<file path="src/rtl/csp_leaf_endpoint_if.sv">
// -----------------------------------------------------------------------------
// csp_leaf_endpoint_if
//
// Bundles the client-side valid/ready channels and the tree-side four-phase
// bundled-data channels of one CSP leaf endpoint.
//
//   slave  : the endpoint's view (consumes tx_*, ch_in_*, ch_out_ack, rx_ready)
//   master : the environment's view (local client plus router tree)
//
// Signals
//   tx_data/tx_valid/tx_ready        client -> endpoint packet channel
//   rx_data/rx_valid/rx_ready        endpoint -> client packet channel
//   ch_out_data/ch_out_req/ch_out_ack endpoint -> tree leaf inport (4-phase)
//   ch_in_data/ch_in_req/ch_in_ack    tree leaf outport -> endpoint (4-phase)
// -----------------------------------------------------------------------------
interface csp_leaf_endpoint_if #(
    parameter int WIDTH = 11
);
    logic [WIDTH-1:0] tx_data;
    logic             tx_valid;
    logic             tx_ready;

    logic [WIDTH-1:0] rx_data;
    logic             rx_valid;
    logic             rx_ready;

    logic [WIDTH-1:0] ch_out_data;
    logic             ch_out_req;
    logic             ch_out_ack;

    logic [WIDTH-1:0] ch_in_data;
    logic             ch_in_req;
    logic             ch_in_ack;

    modport slave (
        input  tx_data, tx_valid, rx_ready, ch_out_ack, ch_in_data, ch_in_req,
        output tx_ready, rx_data, rx_valid, ch_out_data, ch_out_req, ch_in_ack
    );

    modport master (
        output tx_data, tx_valid, rx_ready, ch_out_ack, ch_in_data, ch_in_req,
        input  tx_ready, rx_data, rx_valid, ch_out_data, ch_out_req, ch_in_ack
    );
endinterface

</file>
<file path="src/rtl/csp_leaf_endpoint.sv">
// -----------------------------------------------------------------------------
// csp_leaf_endpoint
//
// Leaf-side endpoint for one leaf of the 8-leaf CSP router tree. Packets from
// the synchronous client are buffered in a TX FIFO and injected into the
// tree's leaf inport with a four-phase req/ack handshake; packets from the
// tree's leaf outport are accepted with a four-phase handshake, buffered in
// an RX FIFO and presented to the client first-word-fall-through.
//
// Packet format: [WIDTH-1:WIDTH-3] destination leaf, [7:0] payload.
//
// Ports
//   clk         single clock
//   reset       asynchronous, active-low reset
//   bus         csp_leaf_endpoint_if.slave (client and tree channels)
//   drop_count  saturating count of misaddressed packets dropped
//
// Parameters
//   WIDTH        packet width
//   DEPTH        entries per FIFO (power of two, >= 2)
//   LEAF_ID      this leaf's address, 0..7
//   SYNC_STAGES  flops per synchronizer on ch_out_ack and ch_in_req (>= 2)
//
// Configuration macro
//   CSP_ADDR_CHECK_EN  when defined, received packets whose destination field
//                      differs from LEAF_ID are acknowledged but not stored,
//                      and drop_count counts them. When undefined every packet
//                      is stored and drop_count is tied to zero.
// -----------------------------------------------------------------------------
module csp_leaf_endpoint #(
    parameter int WIDTH       = 11,
    parameter int DEPTH       = 4,
    parameter int LEAF_ID     = 0,
    parameter int SYNC_STAGES = 2
) (
    input  logic               clk,
    input  logic               reset,
    csp_leaf_endpoint_if.slave bus,
    output logic [7:0]         drop_count
);
    localparam int AW = $clog2(DEPTH);
    localparam int PW = AW + 1;

    typedef enum logic [1:0] {
        T_IDLE,
        T_SETUP,
        T_WAIT_HI,
        T_WAIT_LO
    } tx_state_t;

    typedef enum logic {
        R_IDLE,
        R_WAIT_LO
    } rx_state_t;

    // Pointers carry one extra wrap bit: equal low bits with differing wrap
    // bits means the FIFO holds DEPTH entries.
    function automatic logic ptr_full(input logic [PW-1:0] wr, input logic [PW-1:0] rd);
        return (wr[AW] != rd[AW]) && (wr[AW-1:0] == rd[AW-1:0]);
    endfunction

    // -------------------------------------------------------------------------
    // Elaboration-time parameter checks
    // -------------------------------------------------------------------------
    if (DEPTH < 2 || (DEPTH & (DEPTH - 1)) != 0) begin : g_bad_depth
        $error("csp_leaf_endpoint: DEPTH must be a power of two >= 2");
    end
    if (SYNC_STAGES < 2) begin : g_bad_sync
        $error("csp_leaf_endpoint: SYNC_STAGES must be >= 2");
    end
    if (LEAF_ID < 0 || LEAF_ID > 7) begin : g_bad_leaf
        $error("csp_leaf_endpoint: LEAF_ID must be 0..7");
    end
    if (WIDTH < 4) begin : g_bad_width
        $error("csp_leaf_endpoint: WIDTH must hold a 3-bit address");
    end

    // -------------------------------------------------------------------------
    // Synchronizers for the asynchronous handshake inputs
    // -------------------------------------------------------------------------
    logic [SYNC_STAGES-1:0] ack_sync;
    logic [SYNC_STAGES-1:0] req_sync;
    logic                   ack_s;
    logic                   req_s;

    // NOTE: clocked state is always written with <= so every flop samples
    // the pre-edge value of its neighbours, independent of statement order.
    always_ff @(posedge clk or negedge reset) begin
        if (!reset) begin
            ack_sync <= '0;
            req_sync <= '0;
        end else begin
            ack_sync <= {ack_sync[SYNC_STAGES-2:0], bus.ch_out_ack};
            req_sync <= {req_sync[SYNC_STAGES-2:0], bus.ch_in_req};
        end
    end

    assign ack_s = ack_sync[SYNC_STAGES-1];
    assign req_s = req_sync[SYNC_STAGES-1];

    // -------------------------------------------------------------------------
    // TX FIFO
    // -------------------------------------------------------------------------
    logic [WIDTH-1:0] tx_mem [DEPTH];
    logic [PW-1:0]    tx_wr_ptr;
    logic [PW-1:0]    tx_rd_ptr;
    logic [PW-1:0]    tx_wr_nxt;
    logic [PW-1:0]    tx_rd_nxt;
    logic             tx_empty;
    logic             tx_push;
    logic             tx_pop;
    logic             tx_ready_q;

    assign tx_empty  = (tx_wr_ptr == tx_rd_ptr);
    // tx_ready_q is exactly !full, so a push can never land on a full FIFO.
    assign tx_push   = bus.tx_valid && tx_ready_q;
    assign tx_wr_nxt = tx_wr_ptr + PW'(tx_push);
    assign tx_rd_nxt = tx_rd_ptr + PW'(tx_pop);

    // NOTE: storage arrays have no reset; the pointers alone define which
    // entries are valid, so clearing the data would buy nothing.
    always_ff @(posedge clk) begin
        if (tx_push) begin
            tx_mem[tx_wr_ptr[AW-1:0]] <= bus.tx_data;
        end
    end

    // tx_ready is registered from the post-update pointers, so it is held low
    // during reset and reflects !full in the same cycle the FIFO changes.
    always_ff @(posedge clk or negedge reset) begin
        if (!reset) begin
            tx_wr_ptr  <= '0;
            tx_rd_ptr  <= '0;
            tx_ready_q <= 1'b0;
        end else begin
            tx_wr_ptr  <= tx_wr_nxt;
            tx_rd_ptr  <= tx_rd_nxt;
            tx_ready_q <= !ptr_full(tx_wr_nxt, tx_rd_nxt);
        end
    end

    assign bus.tx_ready = tx_ready_q;

    // -------------------------------------------------------------------------
    // TX FSM: four-phase master on the tree leaf inport
    // -------------------------------------------------------------------------
    tx_state_t        tx_state;
    tx_state_t        tx_state_nxt;
    logic             tx_load;
    logic             tx_req_set;
    logic             tx_req_clr;
    logic [WIDTH-1:0] ch_out_data_q;
    logic             ch_out_req_q;

    always_ff @(posedge clk or negedge reset) begin
        if (!reset) begin
            tx_state <= T_IDLE;
        end else begin
            tx_state <= tx_state_nxt;
        end
    end

    // NOTE: every output of this block gets a default before the case, so no
    // path leaves a variable unassigned and no latch is inferred.
    always_comb begin
        tx_state_nxt = tx_state;
        tx_load      = 1'b0;
        tx_req_set   = 1'b0;
        tx_req_clr   = 1'b0;
        tx_pop       = 1'b0;
        case (tx_state)
            T_IDLE: begin
                if (!tx_empty) begin
                    tx_load      = 1'b1;
                    tx_state_nxt = T_SETUP;
                end
            end
            T_SETUP: begin
                // Data was loaded last cycle, so it leads req by one clock.
                tx_req_set   = 1'b1;
                tx_state_nxt = T_WAIT_HI;
            end
            T_WAIT_HI: begin
                if (ack_s) begin
                    tx_req_clr   = 1'b1;
                    tx_state_nxt = T_WAIT_LO;
                end
            end
            T_WAIT_LO: begin
                // The entry is retired only once the return-to-zero completes.
                if (!ack_s) begin
                    tx_pop       = 1'b1;
                    tx_state_nxt = T_IDLE;
                end
            end
            default: tx_state_nxt = T_IDLE;
        endcase
    end

    // req and data are driven straight from flops so the asynchronous tree
    // never sees decode glitches.
    always_ff @(posedge clk or negedge reset) begin
        if (!reset) begin
            ch_out_data_q <= '0;
            ch_out_req_q  <= 1'b0;
        end else begin
            if (tx_load) begin
                ch_out_data_q <= tx_mem[tx_rd_ptr[AW-1:0]];
            end
            if (tx_req_set) begin
                ch_out_req_q <= 1'b1;
            end else if (tx_req_clr) begin
                ch_out_req_q <= 1'b0;
            end
        end
    end

    assign bus.ch_out_data = ch_out_data_q;
    assign bus.ch_out_req  = ch_out_req_q;

    // -------------------------------------------------------------------------
    // RX FIFO
    // -------------------------------------------------------------------------
    logic [WIDTH-1:0] rx_mem [DEPTH];
    logic [PW-1:0]    rx_wr_ptr;
    logic [PW-1:0]    rx_rd_ptr;
    logic             rx_empty;
    logic             rx_full;
    logic             rx_push;
    logic             rx_pop;

    assign rx_empty = (rx_wr_ptr == rx_rd_ptr);
    assign rx_full  = ptr_full(rx_wr_ptr, rx_rd_ptr);
    assign rx_pop   = !rx_empty && bus.rx_ready;

    always_ff @(posedge clk) begin
        if (rx_push) begin
            rx_mem[rx_wr_ptr[AW-1:0]] <= bus.ch_in_data;
        end
    end

    always_ff @(posedge clk or negedge reset) begin
        if (!reset) begin
            rx_wr_ptr <= '0;
            rx_rd_ptr <= '0;
        end else begin
            rx_wr_ptr <= rx_wr_ptr + PW'(rx_push);
            rx_rd_ptr <= rx_rd_ptr + PW'(rx_pop);
        end
    end

    // Empty slots read as zero so rx_data is defined straight out of reset.
    assign bus.rx_valid = !rx_empty;
    assign bus.rx_data  = rx_empty ? '0 : rx_mem[rx_rd_ptr[AW-1:0]];

    // -------------------------------------------------------------------------
    // RX FSM: four-phase slave on the tree leaf outport
    // -------------------------------------------------------------------------
    rx_state_t rx_state;
    rx_state_t rx_state_nxt;
    logic      rx_accept;
    logic      rx_ack_clr;
    logic      addr_ok;
    logic      ch_in_ack_q;

    always_ff @(posedge clk or negedge reset) begin
        if (!reset) begin
            rx_state <= R_IDLE;
        end else begin
            rx_state <= rx_state_nxt;
        end
    end

    always_comb begin
        rx_state_nxt = rx_state;
        rx_accept    = 1'b0;
        rx_ack_clr   = 1'b0;
        case (rx_state)
            R_IDLE: begin
                // A full FIFO holds ack low, which stalls the tree.
                if (req_s && !rx_full) begin
                    rx_accept    = 1'b1;
                    rx_state_nxt = R_WAIT_LO;
                end
            end
            R_WAIT_LO: begin
                if (!req_s) begin
                    rx_ack_clr   = 1'b1;
                    rx_state_nxt = R_IDLE;
                end
            end
            default: rx_state_nxt = R_IDLE;
        endcase
    end

    // ch_in_data is sampled only here; bundled-data timing guarantees it has
    // settled by the time the synchronized req is seen.
    assign rx_push = rx_accept && addr_ok;

    always_ff @(posedge clk or negedge reset) begin
        if (!reset) begin
            ch_in_ack_q <= 1'b0;
        end else if (rx_accept) begin
            ch_in_ack_q <= 1'b1;
        end else if (rx_ack_clr) begin
            ch_in_ack_q <= 1'b0;
        end
    end

    assign bus.ch_in_ack = ch_in_ack_q;

    // -------------------------------------------------------------------------
    // Optional destination filter
    // -------------------------------------------------------------------------
`ifdef CSP_ADDR_CHECK_EN
    logic [7:0] drop_count_q;

    assign addr_ok = (bus.ch_in_data[WIDTH-1:WIDTH-3] == 3'(LEAF_ID));

    // Misaddressed packets are still acknowledged so the tree never stalls on
    // them; the counter sticks at its maximum rather than wrapping.
    always_ff @(posedge clk or negedge reset) begin
        if (!reset) begin
            drop_count_q <= '0;
        end else if (rx_accept && !addr_ok && drop_count_q != 8'hFF) begin
            drop_count_q <= drop_count_q + 8'd1;
        end
    end

    assign drop_count = drop_count_q;
`else
    assign addr_ok    = 1'b1;
    assign drop_count = '0;
`endif

endmodule

</file>
<file path="src/flat_wrapper.sv">
// flat-port wrapper written by rule: the top's interface ports become plain ports
module csp_leaf_endpoint_flat 
#(
    parameter int WIDTH       = 11,
    parameter int DEPTH       = 4,
    parameter int LEAF_ID     = 0,
    parameter int SYNC_STAGES = 2
)
  (clk, reset, drop_count, bus_tx_data, bus_tx_valid, bus_rx_ready, bus_ch_out_ack, bus_ch_in_data, bus_ch_in_req, bus_tx_ready, bus_rx_data, bus_rx_valid, bus_ch_out_data, bus_ch_out_req, bus_ch_in_ack);
  csp_leaf_endpoint_if #(.WIDTH(WIDTH)) bus_i ();
  input  logic clk;
  input  logic reset;
  output logic [7:0] drop_count;
  input wire logic [$bits(bus_i.tx_data)-1:0] bus_tx_data;
  input wire logic [$bits(bus_i.tx_valid)-1:0] bus_tx_valid;
  input wire logic [$bits(bus_i.rx_ready)-1:0] bus_rx_ready;
  input wire logic [$bits(bus_i.ch_out_ack)-1:0] bus_ch_out_ack;
  input wire logic [$bits(bus_i.ch_in_data)-1:0] bus_ch_in_data;
  input wire logic [$bits(bus_i.ch_in_req)-1:0] bus_ch_in_req;
  output wire logic [$bits(bus_i.tx_ready)-1:0] bus_tx_ready;
  output wire logic [$bits(bus_i.rx_data)-1:0] bus_rx_data;
  output wire logic [$bits(bus_i.rx_valid)-1:0] bus_rx_valid;
  output wire logic [$bits(bus_i.ch_out_data)-1:0] bus_ch_out_data;
  output wire logic [$bits(bus_i.ch_out_req)-1:0] bus_ch_out_req;
  output wire logic [$bits(bus_i.ch_in_ack)-1:0] bus_ch_in_ack;
  assign bus_i.tx_data = bus_tx_data;
  assign bus_i.tx_valid = bus_tx_valid;
  assign bus_i.rx_ready = bus_rx_ready;
  assign bus_i.ch_out_ack = bus_ch_out_ack;
  assign bus_i.ch_in_data = bus_ch_in_data;
  assign bus_i.ch_in_req = bus_ch_in_req;
  assign bus_tx_ready = bus_i.tx_ready;
  assign bus_rx_data = bus_i.rx_data;
  assign bus_rx_valid = bus_i.rx_valid;
  assign bus_ch_out_data = bus_i.ch_out_data;
  assign bus_ch_out_req = bus_i.ch_out_req;
  assign bus_ch_in_ack = bus_i.ch_in_ack;
  csp_leaf_endpoint #(.WIDTH(WIDTH), .DEPTH(DEPTH), .LEAF_ID(LEAF_ID), .SYNC_STAGES(SYNC_STAGES)) u_core (.clk(clk), .reset(reset), .bus(bus_i), .drop_count(drop_count));
endmodule
</file>
<file path="config.mk">
export PLATFORM = sky130hd
export DESIGN_NAME = csp_leaf_endpoint_flat
export DESIGN_NICKNAME = d
export VERILOG_FILES = /design/src/rtl/csp_leaf_endpoint_if.sv /design/src/rtl/csp_leaf_endpoint.sv /design/src/flat_wrapper.sv
export SDC_FILE = /design/constraint.sdc
export NUM_CORES = 1
export LEC_CHECK = 0
export CORE_UTILIZATION = 40
export CTS_BUF_LIST = sky130_fd_sc_hd__clkbuf_4
export DETAILED_ROUTE_END_ITERATION = 7
export SLEW_MARGIN = 30
export SYNTH_ARGS = -nofsm -noshare
export SYNTH_HDL_FRONTEND = slang
export SYNTH_SLANG_ARGS = --single-unit
</file>
<file path="constraint.sdc">
create_clock -name clk -period 3.8 [get_ports clk]
set_clock_uncertainty 0.05 [all_clocks]
set_input_delay 0.76 -clock clk [delete_from_list [all_inputs] [get_ports clk]]
set_output_delay 0.76 -clock clk [all_outputs]
set_load 0.01 [all_outputs]
</file>
; ---- Word-level counts from Yosys, hierarchy flattened
; Memory sizes are Yosys's and may differ from the RTL's. A register that Yosys moved wholly into a read port is not among the register bits.
; Index checks and enable logic that the tools add are counted.
[word_totals]
ramBits = 88
mem_count = 2
word_cells = 69
out_inout_bits = 34
ff_bits = 22
input_bits = 28
[classes]
muxes = 26
n_reduce_logical = 13
eq_ne = 12
addsub = 4
n_bitwise = 1
[mem_list]
columns = memory, words, width, read_ports, rd_ports_with_merged_regs, write_ports, line_no
row1 = u_core.rx_mem, 4, 11, 1, 0, 1, csp_leaf_endpoint.sv:224  ; logic [WIDTH-1:0] rx_mem [DEPTH];
row2 = u_core.tx_mem, 4, 11, 1, 1, 1, csp_leaf_endpoint.sv:104  ; logic [WIDTH-1:0] tx_mem [DEPTH];
[ops]
columns = cell, n
row1 = 1-bit 2-to-1 mux, 20
row2 = 3-bit by 1-bit adder with 3-bit output, 4
row3 = 11-bit 2-to-1 mux, 1
row4 = 2-bit one-hot mux with 4 select lines, 1
row5 = 3-bit == test, 2
row6 = 2-bit 2-to-1 mux, 3
row7 = 1-bit logical AND, 5
row8 = 2-bit == test, 2
row9 = 2-bit == test (second input constant), 2
row10 = 1-bit logical NOT, 4
row11 = 2-bit != test (second input constant), 2
row12 = 2-bit nonzero test, 2
row13 = 3-bit AND reduction, 1
row14 = 2-bit by 1-bit == test with 1-bit output (second input constant), 1
row15 = 2-bit logical NOT, 1
row16 = 1-bit != test, 2
row17 = 2-bit by 1-bit != test with 1-bit output (second input constant), 1
row18 = 1-bit one-hot mux with 2 select lines, 1
row19 = 1-bit inverter, 1

; ---- Depth between registers and ports, before layout
; Gate-level depths: netlist of run 1.
[logic_depth]
depth_word = 8
mapped_depth = 7
mapped_depth_nobuf = 7

; ---- Least setup slack after synthesis of run 1
; OpenSTA, ideal clock, no wires.
[synth_path]
kind = register -> register
from = reg u_core.rx_rd_ptr[0]
to = mem u_core.rx_mem[0][0] (enable)
path_stages_with_launch = 4
synth_period_minus_slack_ns = 2.331
setup_ns = 0.396
path_buffers = 0
path_slack_ns = 1.469
t_arrival_ns = 1.886
t_required_ns = 3.354
cell_sequence = dfrtp_1 > xnor2_1 > a311oi_2 > nor3b_1
[synth_between]
elab_chain_len = 8
[synth_rtl]
columns = item, line_no
row1 = from (decl), csp_leaf_endpoint.sv:226  ; logic [PW-1:0] rx_rd_ptr;
row2 = from (signal assigned), csp_leaf_endpoint.sv:248  ; rx_rd_ptr <= rx_rd_ptr + PW'(rx_pop);
row3 = 2-bit == test, csp_leaf_endpoint.sv:59  ; return (wr[AW] != rd[AW]) && (wr[AW-1:0] == rd[AW-1:0]);
row4 = 1-bit logical AND, csp_leaf_endpoint.sv:59
row5 = 1-bit logical NOT, csp_leaf_endpoint.sv:281  ; if (req_s && !rx_full) begin
row6 = 1-bit logical AND, csp_leaf_endpoint.sv:281
row7 = 1-bit 2-to-1 mux, csp_leaf_endpoint.sv:281
row8 = 1-bit 2-to-1 mux, csp_leaf_endpoint.sv:278  ; case (rx_state)
row9 = net u_core.rx_accept, csp_leaf_endpoint.sv:261  ; logic rx_accept;
row10 = 1-bit 2-to-1 mux, csp_leaf_endpoint.sv:237  ; if (rx_push) begin
row11 = 1-bit 2-to-1 mux (not written as such), csp_leaf_endpoint.sv:238  ; rx_mem[rx_wr_ptr[AW-1:0]] <= bus.ch_in_data;
row12 = to (decl), csp_leaf_endpoint.sv:224
; The timed path passes the listed nets, and every way through them passes these cells.

; ---- Final worst setup path of run 1
[layout_path]
from = reg u_core.rx_rd_ptr[1]
to = out bus_rx_data[3]
[layout_between]
elab_chain_len = 2
elab_cells_between_ends = 3
cone_classes = eq/ne (1) / mux (1) / memory (1)
[layout_rtl]
columns = item, line_no
row1 = memory read 4 x 11 bit or 3-bit == test (tied branches), -
row2 = 11-bit 2-to-1 mux (*), csp_leaf_endpoint.sv:254  ; assign bus.rx_data = rx_empty ? '0 : rx_mem[rx_rd_ptr[AW-1:0]];
row3 = to (decl), flat_wrapper.sv:21  ; output wire logic [$bits(bus_i.rx_data)-1:0] bus_rx_data;
; Every way passes the cells marked *; elsewhere a longest branch is shown, timed or not.

==> results.json, run 1 <==
{
  "status": "finished with violations",
  "violations": "DRC",
  "numCtsBuffers": 17,
  "drive_gt1_frac": 0.223,
  "root_buffer": "clkbuf_4",
  "fin_crit_ns": 3.47,
  "cap_violations": 0,
  "boundaryPins": 62,
  "cts_resized": 0,
  "port_buffers": 53,
  "grt_pass1_wl_um": 12900,
  "critical_path.startpoint_type": "flip-flop",
  "drtIter0Drc": 96,
  "hold_class": "input pin to async pin",
  "required_ns": 2.99,
  "cts_post_setup_buffers_inserted": 0,
  "rsz0062_at_grt": "false",
  "r2r_setup_slack_ns": 1.34,
  "synth-main-ff-cell": "edfxtp_1",
  "setup_violations": 0,
  "synth-seq-cells": 121,
  "netlist_instances": 243,
  "syn_avg_cell_area_um2": 19.9,
  "cts_hold_buf": 0,
  "cts_tree": "done",
  "drc": 6,
  "fin_crit_sh": 0.914,
  "insertion_delay_ns": 0.51,
  "num_antenna_cells": 0,
  "cts.sink_count": 121,
  "grt_usage": 0.143,
  "final.setup.tns_ns": 0,
  "start_util": 0.417,
  "synth-edff-count": 88,
  "wirelength_um": 8060,
  "end_kind": "primary output",
  "slowest_stage": "dfrtp_1",
  "vias_per_cell": 4.97,
  "slew_viol_final": 0,
  "yosysWarningCount": 0,
  "async_reset_ff_frac": 0.273,
  "dieArea_mm2": 0.0125,
  "crit_type": "flip-flop to primary output",
  "place.gp.congestion": 0.717,
  "dp_cells": 438,
  "relSlewSlack": 0.453,
  "grt_max_degree": 34,
  "area.growth.synth_to_final_pct": 21.1,
  "critPathTopFamily": "simple AND/OR/NAND/NOR gates",
  "hpwl_um": 5010,
  "path_max_fanout": 13,
  "fp.dieW_um": 112,
  "finalNonFillerCells": 470,
  "num_vias": 2335,
  "leakage_nw": 2.16,
  "arrival_ns": 2.66,
  "finalHoldViolations": 0,
  "final_net_count": 354,
  "core.rowCount": 39,
  "tightest_slew_ns": 0.820,
  "cpPeakStageDelay_ns": 0.63,
  "cp_num_buf_inv": 1,
  "antenna_found_initial": 0,
  "htreeDepth": 4,
  "path_cells": "xnor2_1, nand3b_1, and2_1, clkdlybuf4s50_1",
  "hold-worst-slack_ns": 0.270,
  "routedWlPerCell_um": 17.1,
  "first_pass_iters": 6,
  "grt_pass1_vias": 2448,
  "vdd_drop_max_uv": 389,
  "ant_nets": 0,
  "die_h_um": 112,
  "cts.path.max_buffers": 2,
  "fmax_ghz": 0.288,
  "synth_area_mm2": 0.00482,
  "power.density_mw_per_mm2": 817,
  "cts.clk_slew.worst_paths_ns": 0.11,
  "grt.overflow.total": 0,
  "synth.distinct_cells": 38,
  "core_area_mm2": 0.0116,
  "ys_seq_area_frac": 0.719
}
-- layout by cell type (no fill, tap or decap), types with 3 or more instances in the layout --
master,Yosys,layout
inv_1,6,6
xnor2_1,3,3
xor2_1,9,9
edfxtp_1,88,88
clkinv_4,0,3
mux4_2,21,21
clkdlybuf4s50_1,0,52
mux2_4,10,10
nor3b_1,3,3
bufinv_16,0,5
buf_4,9,6
clkbuf_4,0,19
conb_1,1,8
dfrtp_1,33,33
and2_1,12,12
nand2_1,4,4
ha_1,12,12
-- routing by layer --
layer | part of all wire | wire length [um] | global-route usage
met1 | 0.44 | 3580 | 0.170
met2 | 0.50 | 4010 | 0.238
met3 | 0.043 | 350 | 0.0506
met4 | 0.014 | 112 | 0.0595
met5 | 0 | 0 | 0
-- synth_stat cells (all sizes together) (2+ instances only) --
master	n	area (um^2)
buf	12	93.8
xnor2	3	26.3
edfxtp	88	2640
clkbuf	2	7.51
nor3b	3	22.5
mux4	22	499
and3b	2	17.5
nand2b	2	12.5
inv	6	22.5
and3	2	12.5
dfrtp	33	826
xor2	10	95.1
ha	12	150
and2	12	75.1
mux2	12	173
nand2	4	15.0
a21o	2	15.0
-- cell families after synthesis --
logic type                 after synthesis  share of synthesized area
DFF                                    121                      0.719
muxes                                   34                      0.139
and+or+nand+nor                         32                     0.0412
buffers and inverters                   20                     0.0257
xor gates and xnor gates                13                     0.0252
adders and majority gates               12                     0.0311
AOI/OAI and AO/OA                       10                     0.0179
other                                    1                   0.000777
-- through the flow --
stage                     setup WS [ns]  total power, mW  cell area (um^2)  utilization
after floorplan                    1.47             3.10              4850            -
after global placement            0.860             3.73              5500        0.475
after detailed placement          0.820             3.77              5500        0.475
after CTS                         0.222             4.85              5840        0.505
after global routing              0.113             5.04              5840        0.505
final                             0.326             4.77              5840        0.505
-- worst reg2reg max path: stages (launching register included) --
cell	delay [ns]
dfrtp_1	0.76
xnor2_1	0.24
a311oi_2	0.42
and3b_1	0.62
-- registers in the layout, indices dropped and copies added, names as in the netlist --
register                flops
u_core.bus.ch_out_data     11
u_core.ack_sync             2
u_core.rx_rd_ptr            3
u_core.bus.ch_in_ack        1
u_core.req_sync             2
u_core.tx_rd_ptr            3
u_core.bus.ch_out_req       1
u_core.bus.tx_ready         1
u_core.rx_wr_ptr            3
u_core.tx_wr_ptr            3
u_core.tx_state             2
u_core.tx_mem              44
u_core.rx_mem              44
u_core.rx_state             1
-- layout make-up --
cell class | count | area [um^2]
clock buffer | 19 | 143
fill | 952 | 5720
timing repair buffer | 59 | 571
clock inverter | 13 | 201
tap | 143 | 179
multi-input combinational | 109 | 1260
sequential | 121 | 3470
inverter | 6 | 22.5
-- power by group --
part,internal [mW],switching (mW),total [mW]
registers,1.75,0.263,2.01
clock network,0.600,0.474,1.07
logic,1.00,0.684,1.69
total,3.35,1.42,4.77
-- path summary, 6_finish.rpt --
check                               startpoint                          to  depth (start not counted)
hold / removal                           reset   u_core.bus.ch_out_data[8]                          1
max in group asynchronous                reset  u_core.bus.ch_out_data[10]                          1
setup / recovery           u_core.rx_rd_ptr[1]              bus_rx_data[3]                          4
setup reg to reg           u_core.rx_rd_ptr[1]         u_core.rx_mem[1][6]                          3
min in group clk            u_core.req_sync[0]          u_core.req_sync[1]                          0
hold reg to reg             u_core.req_sync[0]          u_core.req_sync[1]                          0
No activity file was read; power rests on OpenSTA's default activity.
==> inputs of run 2 (changes only) <==
TNS_END_PERCENT = 5   (was default)
==> results of run 2 <==
The final DEF is identical to that of run 1; final timing and power are the same.
==> patch 1 (flow settings as in run 2) <==
`SYNC_STAGES` is set to 2 in 2 places; all go to 4. Comments in the files are not updated.
--- a/src/rtl/csp_leaf_endpoint.sv
+++ b/src/rtl/csp_leaf_endpoint.sv
@@ -31,7 +31,7 @@
     parameter int WIDTH       = 11,
     parameter int DEPTH       = 4,
     parameter int LEAF_ID     = 0,
-    parameter int SYNC_STAGES = 2
+    parameter int SYNC_STAGES = 4
 ) (
     input  logic               clk,
     input  logic               reset,
--- a/src/flat_wrapper.sv
+++ b/src/flat_wrapper.sv
@@ -4,7 +4,7 @@
     parameter int WIDTH       = 11,
     parameter int DEPTH       = 4,
     parameter int LEAF_ID     = 0,
-    parameter int SYNC_STAGES = 2
+    parameter int SYNC_STAGES = 4
 )
   (clk, reset, drop_count, bus_tx_data, bus_tx_valid, bus_rx_ready, bus_ch_out_ack, bus_ch_in_data, bus_ch_in_req, bus_tx_ready, bus_rx_data, bus_rx_valid, bus_ch_out_data, bus_ch_out_req, bus_ch_in_ack);
   csp_leaf_endpoint_if #(.WIDTH(WIDTH)) bus_i ();
Function: changed (Yosys sat finds a counterexample within 4 cycles, from zero or initial values and one cycle with reset low).
==> patch 1 against run 2 <==
Wire length down 3.1%. Final area up 1.1%. Synthesized area up 1.8%. Worst setup slack better by 0.014 ns. Sequential cell count up 4. Count of clock-buffer cells in the layout unchanged. Power down 1.7%. Critical endpoint is now bus_rx_data[6]. Largest cell class unchanged. Highest routed layer unchanged.
==> patch 1: results (changes against run 2) <==
Clock transition at path regs=0.11 ns (about the same); drt total wl=7811 µm (-3.1%); Yosys Warn Count=0 (unchanged); # resized after CTS=0 (unchanged); I/O Buffers=53 (unchanged); largest net degree at the start of global routing=38 (+12%); Nets=358 (+1.1%); Clock Latency Late Sink=0.48 ns (-0.03 ns); number of diodes=0 (unchanged); Overall Global Routing Usage=13.83% (-0.49 points); DR pass1 iterations=4 (-2); Num CTS Buffers=17 (unchanged); worst hold path class=input port to async pin; Initial DRC Count=87 (-9.4%); routed vias/inst=4.900 (-1.4%); Post-Synth Adder-Cell Area=3.056% (-0.056 points); clk buf depth=2 (unchanged); share of layout cells above drive strength 1=22.05% (-0.27 points); maximum VDD drop=0.0004361 V (+12%); vias in the first global route=2493 (+1.8%); synth cell count leaders=edfxtp_1 (88), dfrtp_1 (37), mux4_2 (21), and2_1 (12), ha_1 (12); xor/xnor cell area share of the yosys netlist=2.317% (-0.20 points); multiplexer share of the synthesized area=13.67% (-0.25 points); Cell variety after synth=38 (unchanged); Layout fillers=1013 (+6.4%); P_leak=0.002185 µW (+1.1%); CTS HTree Levels=4 (unchanged); complex-gate fraction of the synthesized area=1.757% (-0.032 points); post-synthesis sequential area ratio=72.63% (+0.74 points); hpwl dp=4943 µm (-1.3%); first-pass GRT wire length=12770 µm (-0.91%); outcome=finished clean; Root Buffer=clkbuf_4; Rel. slew slack=45.28% (about the same); RePlAce Congestion=0.6643 (-7.3%); Max stage delay on crit path=0.62 ns; setup bufs post-CTS=0 (unchanged); Post-synth ARST share=29.60% (+2.3 points); Worst Path Arrival=2.65 ns (about the same); top post-synthesis cells by area=edfxtp_1 (54%), dfrtp_1 (19%), mux4_2 (9.6%); Final Setup Violations=0 (unchanged)
[patch 1: logic make-up after synthesis]
kind of cell | count (synthesis)
muxes | 34
DFF | 125
and+or+nand+nor | 32
buffers and inverters | 20
other | 1
xor gates and xnor gates | 13
AOI/OAI and AO/OA | 10
adders and majority gates | 12
[patch 1: layer usage]
layer  track usage (%)  routed length, µm  vias to the layer above
met5                 0                  0                        -
met4             5.600                 83                        0
met3             4.178                278                        7
met2             23.87               4008                       62
met1             16.19               3440                     1186
li1                  -                  -                     1087
[patch 1: worst max-delay path: cells and delay by family (launching register included)]
family | cells | cell delay (ns)
DFF | 1 | 0.62
and+or+nand+nor | 2 | 0.68
xor gates and xnor gates | 1 | 0.40
buffers and inverters | 1 | 0.47
[patch 1: per-stage QoR]
step | hold slack [ns] | instances | worst slack [ns] | instance area [µm²]
finish | 0.1714 | 478 | 0.3393 | 5908
global route | 0.1664 | 478 | 0.09191 | 5908
CTS | 0.3121 | 478 | 0.2319 | 5906
detailed placement | 0.2856 | 446 | 0.7953 | 5597
global placement | 0.2825 | 446 | 0.8744 | 5597
floorplan | 0.2812 | 254 | 1.469 | 4940
[patch 1: worst paths after layout]
path | start | end | slack [ns] | cells after the start
max | u_core.rx_rd_ptr[1]$_DFF_PN0_ | bus_rx_data[6] | 0.34 | 4
min | reset | u_core.bus.ch_out_data[3]$_DFFE_PN0P_ | 0.17 | 1
max reg2reg | u_core.rx_rd_ptr[1]$_DFF_PN0_ | u_core.rx_mem[1][1]$_DFFE_PP_ | 1.33 | 3
min reg2reg | u_core.req_sync[0]$_DFF_PN0_ | u_core.req_sync[1]$_DFF_PN0_ | 0.31 | 0
max in group asynchronous | reset | u_core.bus.ch_out_data[9]$_DFFE_PN0P_ | 3.14 | 1
min in group clk | u_core.req_sync[0]$_DFF_PN0_ | u_core.req_sync[1]$_DFF_PN0_ | 0.31 | 0
[patch 1: final cells by class]
cell class / count / share of cell area (%)
Sequential cell: 125 / 60.40
Clock inverter: 13 / 2.817
Clock buffer: 19 / 2.414
Inverter: 6 / 0.3812
Tap cell: 147 / 3.113
Multi-Input combinational cell: 109 / 21.18
Timing Repair Buffer: 59 / 9.699
[patch 1: where the power goes]
part	internal, µW	switching (µW)	total (µW)
Sequential	1800	247	2040
Clock	475	483	957
Combinational	997	695	1690
Total	3270	1420	4690
==> patch 2 (flow settings as in run 2) <==
Without the edit above. Encoding of `tx_state_t`: now Gray code (2 bits for 4 states).
--- a/src/rtl/csp_leaf_endpoint.sv
+++ b/src/rtl/csp_leaf_endpoint.sv
@@ -42,10 +42,10 @@
     localparam int PW = AW + 1;
 
     typedef enum logic [1:0] {
-        T_IDLE,
-        T_SETUP,
-        T_WAIT_HI,
-        T_WAIT_LO
+        T_IDLE    = 2'b00,
+        T_SETUP   = 2'b01,
+        T_WAIT_HI = 2'b11,
+        T_WAIT_LO = 2'b10
     } tx_state_t;
 
     typedef enum logic {
Check against the original RTL: same outputs for any inputs over 10 cycles, from zero or initial values and one cycle with reset low; not proved beyond that.
==> patch 2 against run 2 <==
The flow still finishes with violations (DRC). Synthesized area shrank 3.0%. Synthesized cell count shrank 5.3%. Wire length shrank 7.0%. Sequential cell count is the same. Worst setup slack gained 0.19 ns. Die area shrank 2.9%. Final area shrank 3.5%. Largest power group unchanged. Power shrank 8.2%.
==> patch 2: results (changes against run 2) <==
outcome=finished, violations left; failing checks=DRC; share of layout cells above drive strength 1=21.52% (-0.81 points); Worst Path Arrival=2.48 ns (-0.18 ns); Clock Latency Late Sink=0.49 ns (-0.02 ns); reg2reg setup slack=1.42 ns (+0.08 ns); Root Buffer=clkbuf_4; post-route minimum period=3.288 ns (-0.1868 ns); Initial DRC Count=63 (-34%); complex-gate fraction of the synthesized area=1.096% (-0.69 points); setup bufs post-CTS=0 (unchanged); Yosys Warn Count=0 (unchanged); clk buf depth=2 (unchanged); RR Endpoint=u_core.rx_mem[1][1]$_DFFE_PP_; DRC=2 (-4); DR pass1 iterations=6 (unchanged); RePlAce Congestion=0.6922 (-3.4%); register area=3468 µm² (unchanged); multiplexer share of the synthesized area=14.03% (+0.11 points); Max stage delay on crit path=0.59 ns (-0.04 ns); Post-Place Cell Area=5384 µm² (-2.1%); Nets=339 (-4.2%); Clock transition at path regs=0.10 ns; pre-CTS setup slack=0.9914 ns (+0.1712 ns); vias in the first global route=2300 (-6.0%); first-pass GRT wire length=11890 µm (-7.7%); I/O Buffers=53 (unchanged); maximum VDD drop=0.0005590 V (+44%); synth cell count leaders=edfxtp_1 (88), dfrtp_1 (33), mux4_2 (22), and2_1 (12), mux2_4 (10); Cell variety after synth=29 (-24%); crit-path max FO=7 (-6); Overall Global Routing Usage=14.11% (-0.21 points); Worst Hold Path Cells=0; P_leak=0.002068 µW (-4.3%); xor/xnor cell area share of the yosys netlist=2.433% (-0.083 points); Rel. slew slack=39.73% (-5.6 points); Post-Synth Adder-Cell Area=2.138% (-0.97 points); Num CTS Buffers=17 (unchanged); Register-to-Register Path Depth=3 (unchanged); post-synthesis sequential area ratio=74.10% (+2.2 points); Top delay family on crit path=buffers and inverters; EDFF count, synth=88 (unchanged); reg2reg start=u_core.rx_rd_ptr[0]$_DFF_PN0_; wire length per cell=16.33 µm (-4.8%); routed via count=2235 (-4.3%); top post-synthesis cells by area=edfxtp_1 (56%), dfrtp_1 (18%), mux4_2 (11%); worst hold path class=flip-flop to flip-flop; Layout fillers=985 (+3.5%); hpwl dp=4813 µm (-3.9%); largest net degree at the start of global routing=34 (unchanged); Hold EP=u_core.req_sync[1]$_DFF_PN0_
[patch 2: cell types whose count changed after synthesis, sizes merged, moves of 2 or more]
cell,change
inv,-2
ha,-4
a21o,-2
xnor2,+3
xor2,-3
[patch 2: through the flow]
stage          power [µW]  hold WS (ns)  instances
2_1_floorplan        2966        0.2812        237
3_3_place_gp         3599        0.2871        427
3_5_place_dp         3629        0.2862        427
4_1_cts              4459        0.3142        459
5_1_grt              4668        0.3173        459
6_report             4381        0.3117        459
[patch 2: area by class of cell]
cell class,instances,share of cell area [%]
Clock inverter,13,1.975
Sequential cell,121,61.52
Inverter,4,0.2663
Tap cell,143,3.174
Timing Repair Buffer,61,10.47
Multi-Input combinational cell,98,20.06
Clock buffer,19,2.530
[patch 2: routing by layer]
metal / global-route usage (%) / routed length (µm)
met3: 4.586 / 396
met2: 23.97 / 3883
met1: 16.13 / 3083
met4: 6.767 / 130
met5: 0 / 0
[patch 2: how the worst max path moves through the flow]
stage                                  start                            end  slack, ns  cells after the start
3_3_place_gp   u_core.rx_rd_ptr[0]$_DFF_PN0_                 bus_rx_data[6]       1.03                      4
4_1_cts        u_core.rx_rd_ptr[0]$_DFF_PN0_                 bus_rx_data[6]       0.44                      4
2_1_floorplan  u_core.rx_rd_ptr[0]$_DFF_PN0_  u_core.rx_mem[0][0]$_DFFE_PP_       1.39                      3
5_1_grt        u_core.rx_rd_ptr[0]$_DFF_PN0_                bus_rx_data[10]       0.32                      4
6_report       u_core.rx_rd_ptr[0]$_DFF_PN0_                 bus_rx_data[6]       0.51                      4
3_5_place_dp   u_core.rx_rd_ptr[0]$_DFF_PN0_                 bus_rx_data[6]       0.99                      4
[patch 2: power breakdown]
group	internal [µW]	switching, µW	leakage (µW)	total [µW]
registers	1750	195	0.00119	1950
clock network	388	429	0.000143	817
logic	958	659	0.000738	1620
